## config.mk

```make
export PLATFORM = sky130hd
export DESIGN_NAME = fu_completion_arbiter
export DESIGN_NICKNAME = d
export VERILOG_FILES = /design/src/rtl/fu_completion_arbiter.sv
export SDC_FILE = /design/constraint.sdc
export NUM_CORES = 1
export LEC_CHECK = 0
export BUFFER_PORTS_ARGS = -buffer_cell sky130_fd_sc_hd__buf_2
export CAP_MARGIN = 20
export CORE_ASPECT_RATIO = 0.6
export CORE_MARGIN = 2
export CORE_UTILIZATION = 50
export DETAILED_ROUTE_END_ITERATION = 6
export PLACE_DENSITY = 0.82
export SYNTH_ARGS = -nofsm -noshare
export SYNTH_HDL_FRONTEND = slang
export SYNTH_SLANG_ARGS = --single-unit
```

## constraint.sdc

```tcl
create_clock -name clk -period 3.6 [get_ports clk]
set_input_delay 0.18 -clock clk [delete_from_list [all_inputs] [get_ports clk]]
set_output_delay 0.18 -clock clk [all_outputs]
set_load 0.02 [all_outputs]
```

## src/rtl/fu_completion_arbiter.sv

```systemverilog
// FU -> ROB completion arbiter: per-FU FIFOs, round-robin grant, registered ROB output with CDB pulse.
// Optional COMPL_BYPASS_EN: when every FIFO is empty, an incoming completion loads the output register directly.
module fu_completion_arbiter #(
  parameter int unsigned FU_COUNT  = 8,
  parameter int unsigned BUF_DEPTH = 2
) (
  input  logic                  clk,
  input  logic                  rst,
  input  logic                  flush,
  input  logic [FU_COUNT-1:0]   fu_valid,
  output logic [FU_COUNT-1:0]   fu_ready,
  input  logic [FU_COUNT*4-1:0] fu_robid,
  input  logic [FU_COUNT*8-1:0] fu_flags,
  input  logic [FU_COUNT*8-1:0] fu_wbs,
  input  logic [FU_COUNT*8-1:0] fu_value,
  input  logic                  rob_ready,
  output logic                  rob_transmit,
  output logic [3:0]            rob_id,
  output logic [7:0]            rob_flags,
  output logic [7:0]            rob_wbs,
  output logic [7:0]            rob_value,
  output logic                  cdb_transmit,
  output logic [3:0]            cdb_id,
  output logic [7:0]            cdb_val
);

  localparam int unsigned IW = (FU_COUNT > 1) ? $clog2(FU_COUNT) : 1;
  localparam int unsigned PW = (BUF_DEPTH > 1) ? $clog2(BUF_DEPTH) : 1;
  localparam int unsigned CW = $clog2(BUF_DEPTH + 1);

  typedef struct packed {
    logic [3:0] id;
    logic [7:0] flags;
    logic [7:0] wbs;
    logic [7:0] value;
  } entry_t;

  entry_t              in_entry [FU_COUNT];
  entry_t              head     [FU_COUNT];
  entry_t              win_entry;
  logic [FU_COUNT-1:0] nonempty;
  logic [FU_COUNT-1:0] push;
  logic [FU_COUNT-1:0] pop;
  logic [IW:0]         pick;
  logic [IW-1:0]       winner;
  logic [IW-1:0]       rr_ptr;
  logic                load_en;
  logic                grant;
  logic                bypass;
`ifdef COMPL_BYPASS_EN
  logic [IW:0]         byp_pick;
`endif

  function automatic logic [PW-1:0] next_ptr(input logic [PW-1:0] p);
    return (p == PW'(BUF_DEPTH - 1)) ? '0 : p + 1'b1;
  endfunction

  // Returns {found, index}: first requester at or after base, wrapping modulo FU_COUNT.
  function automatic logic [IW:0] rr_pick(input logic [FU_COUNT-1:0] req,
                                          input logic [IW-1:0]     base);
    logic [IW:0] idx;
    logic [IW:0] res;
    res = '0;
    for (int unsigned k = 0; k < FU_COUNT; k++) begin
      idx = {1'b0, base} + (IW+1)'(k);
      if (idx >= (IW+1)'(FU_COUNT)) idx = idx - (IW+1)'(FU_COUNT);
      if (!res[IW] && req[idx[IW-1:0]]) res = {1'b1, idx[IW-1:0]};
    end
    return res;
  endfunction

  for (genvar g = 0; g < FU_COUNT; g++) begin : g_fifo
    entry_t        mem [BUF_DEPTH];
    logic [PW-1:0] rd_ptr;
    logic [PW-1:0] wr_ptr;
    logic [CW-1:0] count;

    assign in_entry[g] = {fu_robid[g*4 +: 4], fu_flags[g*8 +: 8],
                          fu_wbs[g*8 +: 8], fu_value[g*8 +: 8]};
    assign nonempty[g] = (count != '0);
    assign fu_ready[g] = !rst && (count < CW'(BUF_DEPTH));
    assign head[g]     = mem[rd_ptr];

    always_ff @(posedge clk or posedge rst) begin
      if (rst) begin
        rd_ptr <= '0;
        wr_ptr <= '0;
        count  <= '0;
      end else if (flush) begin
        rd_ptr <= '0;
        wr_ptr <= '0;
        count  <= '0;
      end else begin
        if (push[g]) wr_ptr <= next_ptr(wr_ptr);
        if (pop[g])  rd_ptr <= next_ptr(rd_ptr);
        if (push[g] && !pop[g])      count <= count + 1'b1;
        else if (pop[g] && !push[g]) count <= count - 1'b1;
      end
    end

    always_ff @(posedge clk) begin
      if (push[g]) mem[wr_ptr] <= in_entry[g];
    end
  end

  always_comb begin
    pick      = rr_pick(nonempty, rr_ptr);
    load_en   = !rob_transmit || rob_ready;
    grant     = load_en && pick[IW] && !flush;
    winner    = pick[IW-1:0];
    win_entry = head[winner];
`ifdef COMPL_BYPASS_EN
    // Only reachable when every FIFO is empty, so a bypass can never overtake buffered data.
    byp_pick = rr_pick(fu_valid & fu_ready, rr_ptr);
    bypass   = load_en && !flush && !pick[IW] && byp_pick[IW];
    if (bypass) begin
      winner    = byp_pick[IW-1:0];
      win_entry = in_entry[winner];
    end
`else
    bypass = 1'b0;
`endif
    push = fu_valid & fu_ready & {FU_COUNT{!flush}};
    pop  = '0;
    if (grant)  pop[winner]  = 1'b1;
    if (bypass) push[winner] = 1'b0;
  end

  always_ff @(posedge clk or posedge rst) begin
    if (rst) begin
      rr_ptr       <= '0;
      rob_transmit <= 1'b0;
      rob_id       <= '0;
      rob_flags    <= '0;
      rob_wbs      <= '0;
      rob_value    <= '0;
      cdb_transmit <= 1'b0;
      cdb_id       <= '0;
      cdb_val      <= '0;
    end else if (flush) begin
      rob_transmit <= 1'b0;
      rob_id       <= '0;
      rob_flags    <= '0;
      rob_wbs      <= '0;
      rob_value    <= '0;
      cdb_transmit <= 1'b0;
      cdb_id       <= '0;
      cdb_val      <= '0;
    end else begin
      cdb_transmit <= 1'b0;
      cdb_id       <= '0;
      cdb_val      <= '0;
      if (grant || bypass) begin
        rob_transmit <= 1'b1;
        rob_id       <= win_entry.id;
        rob_flags    <= win_entry.flags;
        rob_wbs      <= win_entry.wbs;
        rob_value    <= win_entry.value;
        // The CDB pulse is tied to the load, so a stalled entry never re-broadcasts.
        if (win_entry.flags[0]) begin
          cdb_transmit <= 1'b1;
          cdb_id       <= win_entry.wbs[3:0];
          cdb_val      <= win_entry.value;
        end
        rr_ptr <= (winner == IW'(FU_COUNT - 1)) ? '0 : winner + 1'b1;
      end else if (load_en) begin
        rob_transmit <= 1'b0;
        rob_id       <= '0;
        rob_flags    <= '0;
        rob_wbs      <= '0;
        rob_value    <= '0;
      end
    end
  end

endmodule

```

-- Word level (Yosys, flattened, before mapping)
Memories as Yosys holds them, arrays and structs flattened.
Cells that the tools add are included.
Widths: inputs -> output; s select.
- input port bits: 236
- memories: 8
- output and inout bits: 50
- memory bits (writable): 448
- logic and storage cells: 365
- flip-flop bits (word level): 77
- memories (memory ; words ; width ; rd ports ; clocked after Yosys merged registers in ; wr ports ; RTL line ; source):
    g_fifo[0].mem ; 2 ; 28 ; 1 ; 0 ; 1 ; 73 ; entry_t mem [BUF_DEPTH];
    g_fifo[1].mem ; 2 ; 28 ; 1 ; 0 ; 1 ; 73 ;
    g_fifo[2].mem ; 2 ; 28 ; 1 ; 0 ; 1 ; 73 ;
    g_fifo[3].mem ; 2 ; 28 ; 1 ; 0 ; 1 ; 73 ;
    g_fifo[4].mem ; 2 ; 28 ; 1 ; 0 ; 1 ; 73 ;
    g_fifo[5].mem ; 2 ; 28 ; 1 ; 0 ; 1 ; 73 ;
    2 more memories ; n/a ; n/a ; n/a ; n/a ; n/a ; n/a ;
- reductions and logical operators: 95
- bitwise gates (word level): 4
- order comparisons: 27
- multiplexer cells: 149
- add/sub/neg operators: 48
- eq/ne operators: 1
- operator list (kind ; count):
    $mux 8 ; 11
    $bmux 28 s3 ; 1
    $mux 1 ; 79
    $mux 28 ; 2
    $mux 4 ; 14
    $mux 2 ; 24
    $reduce_bool 2->1 ; 24
    $lt 3x4->1 const B ; 9
    $logic_and 1x1->1 ; 34
    $ge 4x4->1 const B ; 8
    $mux 3 ; 9
    $reduce_bool 3->1 ; 9
    $logic_not 1->1 ; 26
    $bmux 1 s3 ; 8
    $sub 3x1->3 const B ; 8
    $add 1x1->1 const B ; 16
    $add 2x1->2 const B ; 8
    $add 3x3->4 const B ; 4
    $and 8x8->8 ; 2
    $lt 2x2->1 const B ; 8
    $sub 2x1->2 const B ; 8
    $add 3x2->4 const B ; 2
    $add 3x1->4 const B ; 1
    $ge 3x4->1 const B ; 1
    other kinds (8) ; 8

-- Depth between registers and ports, before layout
Gate-level depths: netlist of the first run.
- depth in word-level cells: 35
- depth in mapped cells: 17
- depth with buffers taken out: 13

-- Worst setup path before layout of the first run
OpenSTA, ideal clock, no wires.
- path kind: input port to flip-flop
- start point: input rst
- end point: memory g_fifo[0].mem[1][0] in the netlist's numbering, enable pin
- cell stages on the path: 6
- arrival time: 4831 ps
- path buffers: 2
- path slack: -1685 ps
- cell sequence: clkbuf_1 inv_1 nand2_1 or2_2 clkbuf_1 nor3b_1
- word-level cells in the longest chain between the ends: 6
- ends and longest elaborated chain (element ; RTL line ; source):
    start: declaration ; 8 ; input logic rst,
    $logic_not 1->1 (no line) ; n/a ;
    $logic_and 1x1->1 ; 81 ; assign fu_ready[g] = !rst && (count < CW'(BUF_DEPTH));
    $and 8x8->8 (2 in series) ; 123 ; push = fu_valid & fu_ready & {FU_COUNT{!flush}};
    $mux 1 ; 102 ; if (push[g]) mem[wr_ptr] <= in_entry[g];
    $mux 1 (not written as such) ; 102 ;
    end: declaration ; 73 ;
Every way passes these cells.

-- Worst setup path after layout of the first run
- start point: register rr_ptr[0]
- end point: register rob_flags[5]
- word-level cells in the longest chain between the ends: 32
- elaborated cells on any way between the ends: 78
- classes of those cells: 15 x add/sub; 8 x order compare; 37 x mux; 1 x bitwise; 17 x reduce/logical
- ends and longest elaborated chain (element ; RTL line ; source):
    start: declaration ; 46 ; logic [IW-1:0] rr_ptr;
    start signal: assignment ; 165 ; rr_ptr <= (winner == IW'(FU_COUNT - 1)) ? '0 : winner + 1'b1;
    parallel branches: the longest is 25 deep, another holds $add 3x1->4 ; n/a ;
    $mux 4 * ; 67 ; if (!res[IW] && req[idx[IW-1:0]]) res = {1'b1, idx[IW-1:0]};
    $not 3->4 (not written as such) ; 111 ; win_entry = head[winner];
    $bmux 28 s3 ; 111 ;
    $mux 28 (not written as such) (2 in series) ; 111 ;
    $mux 8 ; 153 ; if (grant || bypass) begin
    $mux 8 ; 140 ; end else if (flush) begin
    end signal: assignment ; 156 ; rob_flags <= win_entry.flags;
    end: declaration ; 19 ; output logic [7:0] rob_flags,
Every way passes the cells marked *. The select of a mux whose other input is x is not followed.
A chain may end at the register's enable or synchronous reset.

==> impl_metrics.csv, run 1 <==
group,metric,value,unit
yosys,synth-seq-cells,525,
global_routing,met3_usage,10.0,%
sta,rsz0062_at_grt,"true",
global_routing,top_usage_layer,"met2",
global_routing,grt_max_degree,50,
sta,fmax,241,MHz
setup_path,cpPeakStageDelay,580,ps
floorplan,rows,59,
drt,postRouteWirelength,78.8,mm
yosys,ys.flop_type,"edfxtp_1",
floorplan,io_pins,286,
sta,finalSetupViolCount,66,
yosys,synth_edf_count,448,
yosys,async_flop_share,14.7,%
drt,first_iter_violations,2471,
drt,wire_per_inst,28.5,um
sta,tightest_slew,955,ps
setup_path,crit_path_frequent_cell,"buf_4",
global_routing,grt_pass1_wl,109,mm
sta,max-slew-margin-rel,36.4,%
drt,drt-vias-per-instance,6.15,
yosys,synth_most_common_cell,"edfxtp_1",
global_routing,grt.overflow.total,0,
sta,final-hold-violation-count,0,
clocking,cts_buffer_depth,3,
yosys,syn_avg_cell_area,15.6,sq um
setup_path,critPathLaunchType,"flop",
place,dp_slack,-443,ps
clocking,numCtsBuffers,47,
clocking,ctsHtreeMaxLevel,2,
floorplan,die_x,275,um
yosys,synth_common_cells,"edfxtp_1 (448), mux2i_1 (152), mux2_2 (84)",
global_routing,use_met2,48.7,%
setup_path,startpoint,"rr_ptr[0]",
drt,vias,17000,
flow_run,cap_violations,0,
yosys,yosys_warnings,0,
yosys,yosysUniqueCellTypes,65,
place,place_hpwl,48.3,mm
cells_and_area,nets,2386,
clocking,tritoncts,"done",
setup_path,crit_chain,"buf_6 > ha_4 > xor2_4 > mux4_2 > a211oi_4 > buf_4 > o21ai_1 > and3_4 > buf_4 > buf_6 > buf_4 > clkbuf_16 > o21ai_0 > o211ai_1 > nand4_1 > a22o_1",
drt,drc_errors,4,
cells_and_area,synthToLayoutAreaGrowth,41.0,%
setup_path,crit_buf_inv,6,
clocking,cts_num_sinks,525,
run_status,outcome,"complete, but fails checks",
sta,setup_slack,-545,ps
floorplan,die_y,167,um
drt,ant_nets,0,
sta,fin_worst_skew,34.1,ps
setup_path,r2r_start,"rr_ptr[0]",
sta,tns,-15010,ps
cells_and_area,postLayoutCellArea,0.0311,sq mm
cells_and_area,drive_above_1_share,40.4,%
yosys,synth_fp_nets,1653,
cells_and_area,fillCellCount,2607,
sta,period_minus_slack,4140,ps
yosys,synth.cell_area,0.0221,sq mm
global_routing,met1_usage,43.5,%
floorplan,start_util,50.8,%
yosys,syn_inst,1414,
worst_hold_path,hp-start,"fu_valid[7]",
yosys,synthTopCellsByArea,"edfxtp_1 (61%), dfrtp_1 (8.7%), mux2i_1 (6.9%)",
run_status,violations,"DRC, setup timing",
yosys,synth_top_area_share,60.9,%
yosys,synth-seq-area-share,69.7,%
sta,post-route-period-util,115,%
worst_hold_path,worstHoldPathType,"input pin to flop",
drt,first_pass_iters,7,
global_routing,grt_use_total,32.6,%
setup_path,cp.arrival,4670,ps
setup_path,worstPathRequired,4120,ps
global_routing,antenna_found_initial,2,
place,place_area,0.0258,sq mm
setup_path,path_class,"flop to flop",
yosys,yosys.area.top_type,"edfxtp_1",
clocking,clk_pin_slew,70,ps
setup_path,cp_slowest_cell,"mux4_2",
floorplan,die_area,0.0459,sq mm
place,place_congestion,0.957,
cells_and_area,ff_latch_area,0.0154,sq mm
global_routing,grt_pass1_vias,17100,
place,io_buffers,285,
sta,slew_viol_final,0,
clocking,clk_latency,600,ps
setup_path,crit_path_end_kind,"flop",
floorplan,core,0.0435,sq mm
setup_path,cp_max_fo,14,
setup_path,crit_family,"compound AO/OA/AOI/OAI gates",
clocking,cts-root-buf,"clkbuf_16",
cells_and_area,multi_input_area,0.00711,sq mm
-- routing by layer --
metal / routed length [um] / share of wire [%] / up-vias
met3: 10500 / 13 / 330
met5: 0 / 0 / -
met1: 28500 / 36 / 8339
li1: - / - / 7017
met2: 34900 / 44 / 1317
met4: 4800 / 6.1 / 0
-- stage by stage --
stage,hold slack [ps],utilization (%),cells
detailed placement,372,59.3,2404
CTS,17.5,70.2,2746
global route,56.8,71.6,2766
floorplan,279,-,1414
global placement,363,59.3,2404
finish,17.6,71.6,2766
-- timing repair --
item / in CTS / in global routing
hold endpoints to repair: 468 / 0
setup endpoints to repair: 66 / 67
hold buffers: 225 / 0
gates resized for setup: 96 / 110
buffers inserted: 22 / 18
pin swaps: 58 / 52
gates cloned: 9 / 3
-- cell usage in the layout (no fill, tap or decap), types with 8 or more instances in the layout --
| cell | n |
|---|---|
| a21o_1 | 12 |
| dlygate4sd3_1 | 225 |
| mux4_2 | 11 |
| dfrtp_1 | 75 |
| xnor2_1 | 14 |
| and2_4 | 8 |
| nor2_1 | 47 |
| buf_4 | 206 |
| clkinv_2 | 12 |
| nand2_1 | 38 |
| buf_2 | 285 |
| a41oi_2 | 9 |
| mux2_2 | 83 |
| nand3_1 | 29 |
| nor3b_4 | 9 |
| nor3_1 | 14 |
| mux2i_1 | 152 |
| o211ai_1 | 81 |
| xor2_1 | 9 |
| clkbuf_16 | 49 |
| o21ai_0 | 54 |
| buf_6 | 34 |
| a22o_1 | 10 |
| buf_16 | 8 |
| buf_12 | 18 |
| o21ai_1 | 13 |
| a221oi_2 | 10 |
| nor2_2 | 9 |
| nand4_1 | 9 |
| a21oi_1 | 19 |
| edfxtp_1 | 448 |
| xnor2_2 | 8 |
| or2_2 | 12 |
-- layout make-up --
class / instances / share of cell area (%)
Multi-Input combinational cell: 785 / 22.8
Sequential cell: 525 / 49.4
Timing Repair Buffer: 781 / 20.2
Clock buffer: 50 / 3.81
Inverter: 7 / 0.137
Antenna cell: 2 / 0.0161
Tap cell: 579 / 2.33
Clock inverter: 37 / 1.23
-- worst paths after layout --
kind	to	slack (ps)	cells after the start
max	rob_flags[5]	-540	16
min	g_fifo[7].wr_ptr	20	4
max reg2reg	rob_flags[5]	-540	16
min reg2reg	rob_wbs[0]	490	1
max in group asynchronous	rr_ptr[2]	2390	4
min in group asynchronous	rob_id[1]	330	3
-- worst reg2reg max path: stages, from the launching register on --
cell,delay (ps)
dfrtp_1,410
buf_6,140
ha_4,170
xor2_4,200
mux4_2,580
a211oi_4,320
buf_4,160
o21ai_1,160
and3_4,290
buf_4,150
buf_6,130
buf_4,160
clkbuf_16,190
o21ai_0,290
o211ai_1,330
nand4_1,240
a22o_1,160
-- flip-flops by register name, summed over array words and instances, names as in the netlist --
register / cells
rr_ptr: 3
g_fifo.count: 16
rob_wbs: 8
rob_flags: 8
cdb_val: 8
g_fifo.rd_ptr: 8
rob_id: 4
rob_value: 8
rob_transmit: 1
g_fifo.wr_ptr: 8
g_fifo.mem: 448
cdb_id: 4
cdb_transmit: 1
-- cell families (layout without fill, tap and decap cells) --
family / count (synthesis) / in the layout / share of synthesized area, %
flops: 525 / 525 / 69.7
compound gates: 266 / 266 / 8.75
mux: 249 / 249 / 12.5
simple gates: 234 / 234 / 5.41
buf+inv: 104 / 875 / 2.07
xor+xnor: 33 / 33 / 1.43
fa+ha+maj: 3 / 3 / 0.170
other cells: 0 / 2 / 0
Power of run 1 is not shown: default switching activity piles up to over one toggle a cycle in this logic, so the estimate is an artifact.
==> run 2, diff against run 1 <==
--- a/config.mk
+++ b/config.mk
@@ -11,7 +11,7 @@
 export CORE_MARGIN = 2
 export CORE_UTILIZATION = 50
 export DETAILED_ROUTE_END_ITERATION = 6
-export PLACE_DENSITY = 0.82
+export PLACE_DENSITY = 0.8
 export SYNTH_ARGS = -nofsm -noshare
 export SYNTH_HDL_FRONTEND = slang
 export SYNTH_SLANG_ARGS = --single-unit
==> constraint.sdc (replaced) <==
create_clock -name clk -period 4.9 [get_ports clk]
set_input_delay 0.245 -clock clk [delete_from_list [all_inputs] [get_ports clk]]
set_output_delay 0.245 -clock clk [all_outputs]
set_load 0.02 [all_outputs]
==> impl_metrics.csv, run 2 (synthesized netlist as in run 1, its figures left out) <==
group,metric,value,unit
cells_and_area,layout_common_cells,"edfxtp_1 (448), buf_2 (285), dlygate4sd3_1 (225)",
global_routing,grt_max_degree,52,
clocking,ctsHtreeMaxLevel,2,
global_routing,grt.overflow.total,0,
clocking,clk_latency,580,ps
setup_path,path_class,"flop to flop",
place,place_hpwl,46.1,mm
floorplan,die_y,167,um
clocking,cts-root-buf,"clkbuf_16",
sta,holdWs,94.6,ps
drt,wire_per_inst,26.8,um
sta,slew_viol_final,0,
place,place_congestion,0.982,
cells_and_area,largest_register,"g_fifo.mem",
flow_run,cap_violations,0,
pwr,vdd_drop_max,0.00108,V
pwr,finalPower,21.3,mW
global_routing,antenna_found_initial,1,
clocking,tritoncts,"done",
cells_and_area,largest_register_ffs,448,
sta,post-route-period-util,92.5,%
clocking,numCtsBuffers,48,
sta,fmax,221,MHz
floorplan,die_x,275,um
sta,period_minus_slack,4530,ps
drt,drt-vias-per-instance,6.02,
cells_and_area,postLayoutCellArea,0.0282,sq mm
setup_path,worstPathRequired,5340,ps
floorplan,die_area,0.0459,sq mm
place,place_area,0.0245,sq mm
worst_hold_path,whs_path_depth,4,
sta,max-slew-margin-rel,31.3,%
cells_and_area,synthToLayoutAreaGrowth,27.8,%
drt,vias,15400,
cells_and_area,largestRegisters,"g_fifo.mem x448, g_fifo.count x16",
sta,fin_worst_skew,23.0,ps
place,io_buffers,285,
run_status,outcome,"finished, final reports clean",
worst_hold_path,worstHoldPathType,"input pin to flop",
setup_path,cp_max_fo,14,
clocking,cts_num_sinks,525,
drt,postRouteWirelength,68.8,mm
global_routing,grt_use_total,29.8,%
cells_and_area,nets,2184,
sta,tightest_slew,1030,ps
floorplan,core,0.0435,sq mm
drt,ant_nets,0,
floorplan,rows,59,
sta,finalSetupViolCount,0,
cells_and_area,final_common_cell,"edfxtp_1",
global_routing,grt_pass1_vias,15300,
setup_path,worstRegToRegCells,13,
setup_path,crit_path_end_kind,"flop",
setup_path,critPathLaunchType,"flop",
cells_and_area,drive_above_1_share,28.8,%
clocking,cts_buffer_depth,3,
clocking,clk_pin_slew,70,ps
pwr,power.density,754,mW/mm^2
drt,drc_errors,0,
pwr,p_leak,10.1,nW
sta,rsz0062_at_grt,"false",
drt,first_pass_iters,6,
setup_path,cp.arrival,4970,ps
sta,final-hold-violation-count,0,
drt,first_iter_violations,2016,
sta,tns,0,ps
global_routing,grt_pass1_wl,99.7,mm
floorplan,io_pins,286,
floorplan,start_util,50.8,%
-- run 2: metrics by stage --
stage / cells / setup WS, ps / utilization, %
3_5_place_dp: 2249 / 325 / 56.2
3_3_place_gp: 2247 / 366 / 56.1
5_1_grt: 2563 / 194 / 64.9
2_1_floorplan: 1414 / -450 / -
4_1_cts: 2563 / 310 / 64.9
6_report: 2564 / 369 / 64.9
-- run 2: final cells by class --
type                       count  area [sq um]
timing repair buffer         578          4250
sequential                   525         15400
clock buffer                  55          1230
multi-input combinational    785          6320
inverter                       7          27.5
tap                          579           724
fill                        2970         15300
antenna                        1          2.50
clock inverter                34           275
-- run 2: final timing paths --
path	from	to	slack, ps
min reg2reg	rob_wbs[6]	rob_wbs[6]	480
min in group asynchronous	rst	g_fifo[1].count[1]	480
max reg2reg	rr_ptr[0]	rob_flags[6]	370
min	fu_valid[1]	g_fifo[1].wr_ptr	90
max in group asynchronous	rst	cdb_val[4]	3330
max	rr_ptr[0]	rob_flags[6]	370
-- run 2: worst max-delay path: stages, from the launching register on --
cell	delay (ps)
dfrtp_1	450
ha_1	340
xor2_4	280
mux4_2	600
a211oi_2	490
a211oi_1	140
o31ai_1	330
o32a_2	240
buf_4	210
and2_2	350
buf_4	260
a221oi_1	100
nor2_1	450
o41ai_2	150
-- run 2: what timing repair did --
action                                  4_1_cts  5_1_grt
endpoints found under the hold margin       486        0
hold buffers                                225        0
buffers inserted                              0        0
endpoints found under the setup margin        0        1
gates resized for setup                       0        1
-- run 2: power breakdown --
part,switching (mW),internal [mW]
registers,0.251,5.20
logic,7.98,4.15
clock network,1.68,2.01
total,9.91,11.4
-- run 2: layer usage --
layer / GRT usage (%) / vias to the layer above / routed length (um)
met4: 9.78 / 0 / 2380
met3: 6.69 / 149 / 7680
met2: 45.1 / 992 / 31100
met1: 43.0 / 7696 / 27600
met5: 0 / - / 0
li1: - / 6594 / -
No activity file was read; power rests on OpenSTA's default activity.
